--- src/rtl/sum_monitor.sv ---
// Receive-side checker for a W-bit registered adder: queues (a+b) mod 2^W per
// accepted operand pair and scores each result beat against the FIFO head.
module sum_monitor #(
  parameter int WIDTH = 8,
  parameter int DEPTH = 4,
  parameter int CNT_W = 16
) (
  input  logic                     clk,
  input  logic                     rst_n,
  input  logic                     clr,
  input  logic                     op_valid,
  output logic                     op_ready,
  input  logic [WIDTH-1:0]         a,
  input  logic [WIDTH-1:0]         b,
  input  logic                     res_valid,
  input  logic [WIDTH-1:0]         y,
  output logic [$clog2(DEPTH):0]   pend,
  output logic [CNT_W-1:0]         match_cnt,
  output logic [CNT_W-1:0]         err_cnt,
  output logic [CNT_W-1:0]         wrap_cnt,
  output logic                     err_sticky,
  output logic                     unexp,
  output logic [WIDTH-1:0]         first_exp,
  output logic [WIDTH-1:0]         first_got
);

  localparam int PTR_W  = (DEPTH > 1) ? $clog2(DEPTH) : 1;
  localparam int PEND_W = $clog2(DEPTH) + 1;
  localparam logic [PTR_W-1:0]  PTR_ONE  = PTR_W'(1);
  localparam logic [PEND_W-1:0] PEND_ONE = PEND_W'(1);
  localparam logic [PEND_W-1:0] PEND_MAX = PEND_W'(DEPTH);

  function automatic logic [CNT_W-1:0] sat_inc(input logic [CNT_W-1:0] v);
    return (&v) ? v : v + CNT_W'(1);
  endfunction

  logic [WIDTH-1:0]  mem_q [DEPTH];
  logic [PTR_W-1:0]  wr_ptr_q, wr_ptr_d;
  logic [PTR_W-1:0]  rd_ptr_q, rd_ptr_d;
  logic [PEND_W-1:0] pend_q, pend_d;
  logic [CNT_W-1:0]  match_q, match_d;
  logic [CNT_W-1:0]  err_q, err_d;
  logic [CNT_W-1:0]  wrap_q, wrap_d;
  logic              sticky_q, sticky_d;
  logic              unexp_q, unexp_d;
  logic [WIDTH-1:0]  first_exp_q, first_exp_d;
  logic [WIDTH-1:0]  first_got_q, first_got_d;

  logic [WIDTH:0]    sum;
  logic [WIDTH-1:0]  head;
  logic              push, pop, mism;

  assign op_ready = (pend_q != PEND_MAX);

  always_comb begin
    sum  = {1'b0, a} + {1'b0, b};
    head = mem_q[rd_ptr_q];
    // clr wins over any handshake in the same cycle
    push = op_valid && op_ready && !clr;
    pop  = res_valid && (pend_q != '0) && !clr;
    // case inequality so an X/Z result is scored as a mismatch
    mism = (y !== head);

    wr_ptr_d    = wr_ptr_q;
    rd_ptr_d    = rd_ptr_q;
    pend_d      = pend_q;
    match_d     = match_q;
    err_d       = err_q;
    wrap_d      = wrap_q;
    sticky_d    = sticky_q;
    unexp_d     = unexp_q;
    first_exp_d = first_exp_q;
    first_got_d = first_got_q;

    if (clr) begin
      wr_ptr_d    = '0;
      rd_ptr_d    = '0;
      pend_d      = '0;
      match_d     = '0;
      err_d       = '0;
      wrap_d      = '0;
      sticky_d    = 1'b0;
      unexp_d     = 1'b0;
      first_exp_d = '0;
      first_got_d = '0;
    end else begin
      if (push) begin
        wr_ptr_d = wr_ptr_q + PTR_ONE;
        if (sum[WIDTH]) wrap_d = sat_inc(wrap_q);
      end
      if (pop) begin
        rd_ptr_d = rd_ptr_q + PTR_ONE;
        if (mism) begin
          err_d = sat_inc(err_q);
          if (!sticky_q) begin
            sticky_d    = 1'b1;
            first_exp_d = head;
            first_got_d = y;
          end
        end else begin
          match_d = sat_inc(match_q);
        end
      end
      // an entry written this edge cannot satisfy a result on the same edge
      if (res_valid && (pend_q == '0)) unexp_d = 1'b1;
      case ({push, pop})
        2'b10:   pend_d = pend_q + PEND_ONE;
        2'b01:   pend_d = pend_q - PEND_ONE;
        default: pend_d = pend_q;
      endcase
    end
  end

  // Storage needs no reset: only slots below pend are ever read.
  always_ff @(posedge clk) begin
    if (push) mem_q[wr_ptr_q] <= sum[WIDTH-1:0];
  end

  always_ff @(posedge clk or negedge rst_n) begin
    if (!rst_n) begin
      wr_ptr_q    <= '0;
      rd_ptr_q    <= '0;
      pend_q      <= '0;
      match_q     <= '0;
      err_q       <= '0;
      wrap_q      <= '0;
      sticky_q    <= 1'b0;
      unexp_q     <= 1'b0;
      first_exp_q <= '0;
      first_got_q <= '0;
    end else begin
      wr_ptr_q    <= wr_ptr_d;
      rd_ptr_q    <= rd_ptr_d;
      pend_q      <= pend_d;
      match_q     <= match_d;
      err_q       <= err_d;
      wrap_q      <= wrap_d;
      sticky_q    <= sticky_d;
      unexp_q     <= unexp_d;
      first_exp_q <= first_exp_d;
      first_got_q <= first_got_d;
    end
  end

  assign pend       = pend_q;
  assign match_cnt  = match_q;
  assign err_cnt    = err_q;
  assign wrap_cnt   = wrap_q;
  assign err_sticky = sticky_q;
  assign unexp      = unexp_q;
  assign first_exp  = first_exp_q;
  assign first_got  = first_got_q;

endmodule

--- config.mk ---
export PLATFORM = sky130hd
export DESIGN_NAME = sum_monitor
export DESIGN_NICKNAME = d
export VERILOG_FILES = /design/src/rtl/sum_monitor.sv
export SDC_FILE = /design/constraint.sdc
export NUM_CORES = 1
export LEC_CHECK = 0
export BUFFER_PORTS_ARGS = -buffer_cell sky130_fd_sc_hd__buf_2
export CAP_MARGIN = 20
export CORE_ASPECT_RATIO = 2
export CORE_MARGIN = 10
export CORE_UTILIZATION = 48
export CTS_BUF_LIST = sky130_fd_sc_hd__clkbuf_16
export DETAILED_ROUTE_END_ITERATION = 12
export PLACE_DENSITY = 0.7
export SYNTH_ARGS = -nofsm -noshare
export SYNTH_HDL_FRONTEND = slang
export SYNTH_SLANG_ARGS = --single-unit
--- constraint.sdc ---
create_clock -name clk -period 2.8 [get_ports clk]
set_input_delay 0.14 -clock clk [delete_from_list [all_inputs] [get_ports clk]]
set_output_delay 0.14 -clock clk [all_outputs]
set_load 0.1 [all_outputs]
* Word-level counts from Yosys, hierarchy flattened
Memory sizes are Yosys's and may differ from the RTL's. Cells that the tools add are included.
Storage, ports and cells: input port bits 29, memory bits (writable) 32, memories 1, bits in registers 73
Memories:
- mem_q | depth 4, width 8, read ports 1, clocked after Yosys merged registers in 0, write ports 1, RTL line 37 | logic [WIDTH-1:0] mem_q [DEPTH];
Cells by class: equality and inequality tests 9, reductions and logical operators 22, add/sub/neg operators 8, multiplexer cells 33
Operator list (number):
- 16-bit 2-to-1 mux | 12
- 8-bit 2-to-1 mux | 8
- 16-bit by 1-bit adder with 16-bit output (second input constant) | 3
- 16-bit AND reduction | 3
- 3-bit AND reduction | 4
- 2-bit != test (second input constant) | 5
- 2-bit nonzero test | 5
- 8-bit by 8-bit adder with 9-bit output | 1
- 2-bit 2-to-1 mux | 4
- 8-bit case inequality test | 1
- 1-bit 2-to-1 mux | 7
- 3-bit one-hot mux with 2 select lines | 1
- 3-bit nonzero test | 2
- 1-bit logical AND | 5
- 2-bit by 1-bit adder with 2-bit output (second input constant) | 2
- 3-bit by 1-bit adder with 3-bit output (second input constant) | 1
- 3-bit zero test | 1
- 3-bit 2-to-1 mux | 1
- 3-bit != test (second input constant) | 1
- 3-bit by 1-bit subtractor with 3-bit output (second input constant) | 1
- 2-bit by 1-bit equality test with 1-bit output (second input constant) | 1
- 2-bit equality test (second input constant) | 1
- 2-bit AND reduction | 1
- 1-bit zero test | 1

* Depth between registers and ports, before layout
Gate-level depths: netlist (run 1).
word-level depth 6, gate-level depth with buffers 10

* Worst setup path after synthesis (run 1)
OpenSTA, ideal clock, no wires.
path type reg-to-reg, start register pend_q[0], in the netlist pend[0], end register wrap_q[7], in the netlist wrap_cnt[7], library setup time 0.125 ns, path slack -0.526 ns, stages on the path, launching flop included 8, data arrival time 3.201 ns, cells stage by stage dfrtp_1 -> or3b_2 -> nand2_1 -> a21o_1 -> a31o_2 -> clkbuf_1 -> nor4b_1 -> mux2_2
On the way: word-level cells in the longest chain between the ends 5
RTL lines:
- from (decl) | RTL line 40 | logic [PEND_W-1:0] pend_q, pend_d;
- from (signal assigned) | RTL line 134 | pend_q <= pend_d;
- 3-bit != test | RTL line 53 | assign op_ready = (pend_q != PEND_MAX);
- via op_ready | RTL line 12 | output logic op_ready,
- 1-bit logical AND (2 in a row) | RTL line 59 | push = op_valid && op_ready && !clr;
- 2-bit nonzero test (no source line)
- 3-bit AND reduction (no source line)
- to (signal assigned) | RTL line 137 | wrap_q <= wrap_d;
- to (decl) | RTL line 43 | logic [CNT_W-1:0] wrap_q, wrap_d;
The timed path passes the listed nets, and every way through them passes these cells. A chain may end at the register's enable or synchronous reset.

* Worst setup path after layout (run 1)
start register rd_ptr_q[0], end register err_q[9], in the netlist err_cnt[9]
On the way: word-level cells in the longest chain between the ends 4
RTL lines:
- from (decl) | RTL line 39 | logic [PTR_W-1:0] rd_ptr_q, rd_ptr_d;
- from (signal assigned) | RTL line 133 | rd_ptr_q <= rd_ptr_d;
- memory read 4 x 8 bit
- 8-bit case inequality test | RTL line 62 | mism = (y !== head);
- 2-bit nonzero test (no source line)
- 3-bit AND reduction (no source line)
- to (signal assigned) | RTL line 136 | err_q <= err_d;
- to (decl) | RTL line 42 | logic [CNT_W-1:0] err_q, err_d;
No other way between the ends.

==> results of run 1 <==
through the flow:
step / total power [mW] / TNS, ns
global route: 5.16 / -0.00369
finish: 4.92 / 0
CTS: 4.98 / 0
detailed placement: 3.70 / 0
floorplan: 3.30 / 0
global placement: 3.67 / 0
cells by family after synthesis:
group,count (synthesis),synth area share
AO/OA/AOI/OAI,64,0.0732
buffers and inverters,31,0.0239
adder cells (fa/ha/maj),17,0.0418
XOR/XNOR,26,0.0418
AND/OR/NAND/NOR,201,0.199
flip-flops,105,0.511
multiplexers,46,0.109
registers in the layout (all words and copies together) (netlist names):
name and cells:
err_cnt 16, first_exp 8, unexp 1, mem_q 32
match_cnt 16, first_got 8, wr_ptr_q 2, wrap_cnt 16
rd_ptr_q 2, err_sticky 1, pend 3
final timing paths:
path                                          start                        to  depth (start not counted)
max                         rd_ptr_q[0]$_DFFE_PN0P_    err_cnt[9]$_DFFE_PN0P_                          9
min                                            y[1]  first_got[1]$_DFFE_PN0P_                          3
max reg2reg                 rd_ptr_q[0]$_DFFE_PN0P_    err_cnt[9]$_DFFE_PN0P_                          9
min reg2reg                first_got[5]$_DFFE_PN0P_  first_got[5]$_DFFE_PN0P_                          2
max in group asynchronous                     rst_n       pend[2]$_DFFE_PN0P_                          3
min in group asynchronous                     rst_n    err_cnt[7]$_DFFE_PN0P_                          2
where the power goes:
part | internal, mW | switching [mW] | total, mW | leakage (nW)
Clock | 0.701 | 0.562 | 1.26 | 0.144
Sequential | 1.75 | 0.120 | 1.87 | 1.29
Combinational | 0.504 | 1.28 | 1.78 | 1.51
Total | 2.95 | 1.96 | 4.92 | 2.95
what timing repair did:
action | CTS | global route
hold endpoints to repair | 28 | 0
endpoints found under the setup margin | 0 | 4
buffers inserted | 0 | 0
resized for setup | 0 | 3
hold buffers | 1 | 0
cells in the mapped netlist, types with 5 or more instances:
library cell  instances  area share
nor3_1                8      0.0073
inv_1                11      0.0076
nand3_1              18       0.017
nand4_1               9       0.010
o31ai_1              10       0.014
dfrtp_1              73        0.34
o21ai_0               8      0.0073
mux2i_1              20       0.037
nand2b_1              6      0.0069
mux2_2               18       0.037
ha_1                 15       0.034
mux4_2                5       0.021
nor2_1               67       0.046
nor4_1               11       0.013
xnor2_1              23       0.037
nand2_1              15       0.010
or3_1                 5      0.0057
clkbuf_1             14      0.0096
and2_1                7      0.0080
edfxtp_1             32        0.18
or4_1                10       0.014
nor2b_1              19       0.022
a21oi_1              27       0.025
and3_1               10       0.011
routing by layer:
metal / wire length, um / track usage / vias up
li1: - / - / 2004
met1: 4660 / 0.174 / 2036
met2: 7210 / 0.294 / 90
met3: 588 / 0.0395 / 20
met4: 284 / 0.0713 / 0
met5: 0 / 0 / -
cell usage in the layout, fill, tap and decap left out, types with 7 or more instances in the layout:
master     instances
nand3_1           18
and3_1            10
inv_1             11
o31ai_1           10
a21oi_1           27
nor3_1             8
buf_2             98
nand4_1            9
buf_4             13
edfxtp_1          32
clkbuf_16          9
nor4_1             8
nor2_1            67
nand2_1           15
mux2_2            18
ha_1              15
o21ai_0            8
xnor2_1           23
nor2b_1           19
or4_1             10
mux2i_1           20
and2_1             7
dfrtp_1           68
area by class of cell:
class / count / area, um2
tap: 142 / 178
multi-input combinational: 354 / 2560
clock buffer: 9 / 225
inverter: 11 / 41.3
sequential: 105 / 2790
clock inverter: 7 / 77.6
fill: 941 / 4690
timing repair buffer: 115 / 658
worst max-delay path: cells and delay by family (launching register included):
family        cells  cell delay [ns]
xor+xnor          1             0.17
mux               2             0.96
buf+inv           3             0.51
flops             1             0.37
simple gates      3             0.52
==> reports/results.tsv, run 1 <==
stage	metric	value	unit
worst_hold_path	class of the worst hold path	in2reg	
synthesis	number of synthesized flops with an enable pin	32	
synthesis	Synth Warn #	0	
synthesis	Synth async-reset ratio	0.695	
cells_and_area	area grow syn2layout	19.8	%
synthesis	Mapped Cells	490	
sta	WHS	0.0816	ns
sta	f_max	0.378	GHz
clocking	clk_lat worst skew	0.34	ns
grt	Total GRT Usage	0.164	
placement	hpwl dp	9.77	mm
clocking	TritonCTS clock tree	built	
worst_setup_path	CP Max Fanout	12	
placement	cell total after placement	726	
worst_setup_path	critical path class	reg2reg	
worst_setup_path	Critical Path, Cell by Cell	buf_12 > mux4_1 > xnor2_1 > nand4_2 > buf_4 > nor2_1 > buf_4 > nor4_1 > mux2_2	
cells_and_area	Final #Nets	642	
worst_setup_path	critical path's slowest cell	mux4_1	
worst_setup_path	most used cell, CP	buf_4	
floorplan	CORE AREA	0.0112	mm2
worst_setup_path	WP data arrival	2.87	ns
power_and_ir_drop	VDD IR max	0.451	mV
drt	Total Routed Length	12.7	mm
grt	antenna violations before repair	0	
clocking	TritonCTS Sinks	105	
floorplan	std cell rows	55	
sta	slew margin rel.	0.539	
placement	pre-CTS WS	0.162	ns
placement	I/O Buffers	98	
sta	final period utilization	0.945	
grt	global route total overflow	0	
grt	first-pass GRT wire length	21.3	mm
synthesis	sequential share of the synthesized area	0.511	
worst_setup_path	Worst EP required	3.03	ns
cells_and_area	Layout Utilization	0.582	
sta	skew final	0.0119	ns
grt	vias in the first global route	4388	
floorplan	Chip Width	95.4	um
floorplan	die area	0.0163	mm2
floorplan	Initial Utilization	0.486	
clocking	Clock Tree Root	clkbuf_16	
cells_and_area	design area	0.00653	mm2
sta	RSZ-0062 raised after global routing	yes	
sta	Slew Limit Fails	0	
drt	Iteration-0 DRC Markers	146	
outcome	outcome	complete, no violations	
sta	Final Hold Fails	0	
clocking	htree depth	3	
cells_and_area	share of layout cells above drive strength 1	0.285	
synthesis	Seq cells post-synth	105	
synthesis	syn_area_per_cell	11.1	um2
worst_setup_path	critical path capture point type	register	
drt	Final ANT Viol Nets	0	
power_and_ir_drop	total power divided by cell area	753	mW/mm2
synthesis	post-synthesis cell area	0.00545	mm2
cells_and_area	n_diodes	0	
worst_setup_path	slowest cell delay on critical path	0.59	ns
drt	drt via density	5.59	
synthesis	Distinct cells, synth	53	
floorplan	I/O pin count	99	
floorplan	height of the die	171	um
clocking	Num CTS Buffers	9	
worst_setup_path	Startpoint Class	register	
worst_setup_path	r2r setup slk	0.15	ns
clocking	clk buf depth	2	
drt	WL/cell	17.1	um
drt	drt drc	0	
drt	Pre-Repair DR Iteration Count	4	
flow_run	max_cap viols	0	
sta	Finish-stage setup viols	0	
sta	Tmin final	2.65	ns
sta	fin worst setup slack	0.155	ns
sta	Worst Tran Pin Value	0.692	ns
power_and_ir_drop	leakage power	2.95	nW
clocking	Clock transition at path regs	0.08	ns
drt	via count	4150	
synthesis	syn nets	536	
placement	Final GP Congestion	0.839	
grt	largest net degree at the start of global routing	46	
synthesis	Post-synth top flop	dfrtp_1	
cells_and_area	Cell Count, Final, Fillers Out	743	
placement	Post-DP Area	0.00620	mm2
Note: power is estimated with default switching activity, not from simulation.
==> inputs of run 2 (changes only) <==
--- a/config.mk
+++ b/config.mk
@@ -9,8 +9,10 @@
 export CAP_MARGIN = 20
-export CORE_ASPECT_RATIO = 2
+export CELL_PAD_IN_SITES_DETAIL_PLACEMENT = 0
+export CELL_PAD_IN_SITES_GLOBAL_PLACEMENT = 2
+export CORE_ASPECT_RATIO = 1.4
 export CORE_MARGIN = 10
-export CORE_UTILIZATION = 48
+export CORE_UTILIZATION = 36
 export CTS_BUF_LIST = sky130_fd_sc_hd__clkbuf_16
 export DETAILED_ROUTE_END_ITERATION = 12
-export PLACE_DENSITY = 0.7
+export PLACE_DENSITY_LB_ADDON = 0.1
 export SYNTH_ARGS = -nofsm -noshare
--- a/constraint.sdc
+++ b/constraint.sdc
@@ -3,2 +3,2 @@
 set_output_delay 0.14 -clock clk [all_outputs]
-set_load 0.1 [all_outputs]
+set_load 0.05 [all_outputs]
==> run 2 against run 1 <==
Against the previous run:
- sequential share of layout area decreased by 1.0 points
- combinational power fell by 17%
- via count is 0.58% lower
- cell count is 7.5% higher
- worst setup slack better by 0.0024 ns
- core utilization fell by 13 points
==> reports/results.tsv, run 2 (synthesis results as in run 1) <==
stage	metric	value	unit
power_and_ir_drop	Clk pwr share	0.283	
worst_hold_path	class of the worst hold path	in2reg	
clocking	Clock Tree Root	clkbuf_16	
worst_setup_path	R2R depth	9	
placement	cell total after placement	780	
sta	f_max	0.378	GHz
power_and_ir_drop	Seq pwr share	0.401	
power_and_ir_drop	combinational share of power	0.316	
floorplan	height of the die	166	um
floorplan	std cell rows	53	
cells_and_area	Cell Count, Final, Fillers Out	799	
clocking	clk_lat worst skew	0.35	ns
clocking	htree depth	3	
grt	GRT Max-Usage Layer	met2	
worst_setup_path	Startpoint Class	register	
worst_setup_path	critical path class	reg2reg	
sta	Finish-stage setup viols	0	
sta	fin worst setup slack	0.157	ns
flow_run	max_cap viols	0	
floorplan	CORE AREA	0.0149	mm2
drt	drt drc	0	
worst_setup_path	r2r setup slk	0.16	ns
placement	I/O Buffers	98	
cells_and_area	commonest non-fill, non-tap cell in the layout	buf_2	
worst_setup_path	Worst EP required	3.04	ns
power_and_ir_drop	internal power	2.94	mW
placement	Final GP Congestion	0.756	
grt	vias in the first global route	4230	
placement	hpwl dp	10.2	mm
grt	antenna violations before repair	0	
worst_setup_path	CP startpoint	rd_ptr_q[0]$_DFFE_PN0P_	
floorplan	Initial Utilization	0.365	
cells_and_area	area grow syn2layout	22.4	%
drt	Total Routed Length	13.7	mm
drt	WL/cell	17.2	um
worst_setup_path	Worst Setup EP	err_cnt[13]$_DFFE_PN0P_	
cells_and_area	Filler cells	1464	
worst_setup_path	CP Max Fanout	12	
worst_hold_path	hold path start	y[1]	
sta	WHS	0.0549	ns
worst_setup_path	worst reg2reg startpoint	rd_ptr_q[0]$_DFFE_PN0P_	
floorplan	Chip Width	124	um
grt	GR met1 Demand/Resource	0.167	
power_and_ir_drop	leakage power	3.01	nW
worst_setup_path	WP data arrival	2.88	ns
sta	RSZ-0062 raised after global routing	yes	
sta	Worst Tran Pin Value	0.476	ns
clocking	TritonCTS clock tree	built	
drt	Pre-Repair DR Iteration Count	4	
clocking	Clock transition at path regs	0.08	ns
outcome	outcome	complete, no violations	
cells_and_area	max FFs per register	32	
sta	final period utilization	0.944	
grt	largest net degree at the start of global routing	74	
clocking	clk buf depth	2	
sta	setup TNS	0	ns
sta	slew margin rel.	0.683	
grt	global route total overflow	0	
worst_setup_path	critical path capture point type	register	
power_and_ir_drop	total power divided by cell area	695	mW/mm2
cells_and_area	n_diodes	0	
drt	drt via density	5.16	
worst_setup_path	worst flop-to-flop path endpoint	err_cnt[13]$_DFFE_PN0P_	
placement	pre-CTS WS	-0.00242	ns
drt	Iteration-0 DRC Markers	237	
cells_and_area	Biggest register	mem_q	
power_and_ir_drop	switching pwr	1.70	mW
drt	via count	4126	
grt	met3 usage	0.0293	
clocking	TritonCTS Sinks	105	
floorplan	I/O pin count	99	
grt	GR Util met2	0.229	
grt	Total GRT Usage	0.136	
power_and_ir_drop	VDD IR max	0.385	mV
power_and_ir_drop	sw frac	0.366	
grt	first-pass GRT wire length	22.6	mm
cells_and_area	Final #Nets	648	
sta	Slew Limit Fails	0	
cells_and_area	commonest non-fill, non-tap cells in the layout	buf_2, dfrtp_1, nor2_1	
sta	Tmin final	2.64	ns
sta	skew final	0.0113	ns
floorplan	die area	0.0205	mm2
cells_and_area	share of layout cells above drive strength 1	0.287	
drt	Final ANT Viol Nets	0	
clocking	Num CTS Buffers	9	
sta	Final Hold Fails	0	
[run 2: through the flow]
stage / cell area [um2] / power [mW] / utilization
after floorplan: 5450 / 2.91 / -
after global placement: 6270 / 3.31 / 0.420
after detailed placement: 6270 / 3.34 / 0.420
after CTS: 6600 / 4.67 / 0.443
after global routing: 6680 / 4.90 / 0.447
final: 6680 / 4.64 / 0.447
[run 2: what timing repair did]
item | CTS | global route
buffers inserted | 0 | 1
hold buffers | 1 | 0
pin swaps | 0 | 1
endpoints found under the hold margin | 18 | 0
gates resized for setup | 1 | 5
setup endpoints to repair | 2 | 10
[run 2: metal layers]
| layer | wire length, um | part of all wire |
|---|---|---|
| met4 | 163 | 0.012 |
| met3 | 609 | 0.044 |
| met2 | 7080 | 0.52 |
| met1 | 5870 | 0.43 |
| met5 | 0 | 0 |
[run 2: critical path: stages (launching register included)]
cell and delay (ns):
dfrtp_1 0.37, buf_12 0.15, mux4_2 0.53, xnor2_1 0.18, nand4_2 0.18, buf_4 0.18
nor2_1 0.05, buf_4 0.18, nor4_1 0.33, mux2_2 0.38
[run 2: power by group through the flow]
| stage | Clock (mW) | Sequential [mW] | Combinational [mW] |
|---|---|---|---|
| finish | 1.31 | 1.86 | 1.47 |
| global placement | 0 | 1.89 | 1.43 |
| floorplan | 0 | 2.19 | 0.721 |
| CTS | 1.36 | 1.86 | 1.45 |
| global route | 1.42 | 1.87 | 1.60 |
| detailed placement | 0 | 1.89 | 1.44 |
[run 2: cell type report]
cell class,instances,area [um2],area share
Sequential cell,105,2790,0.418
Tap cell,192,240,0.0360
Multi-Input combinational cell,354,2580,0.386
Clock buffer,9,225,0.0337
Timing Repair Buffer,121,713,0.107
Clock inverter,7,88.8,0.0133
Inverter,11,41.3,0.00619
[run 2: worst min-delay path by stage]
stage	cells after the start	endpoint
6_report	3	first_got[1]$_DFFE_PN0P_
5_1_grt	3	first_got[3]$_DFFE_PN0P_
4_1_cts	3	first_got[1]$_DFFE_PN0P_
3_5_place_dp	1	first_got[5]$_DFFE_PN0P_
3_3_place_gp	1	first_got[5]$_DFFE_PN0P_
2_1_floorplan	0	err_cnt[0]$_DFFE_PN0P_
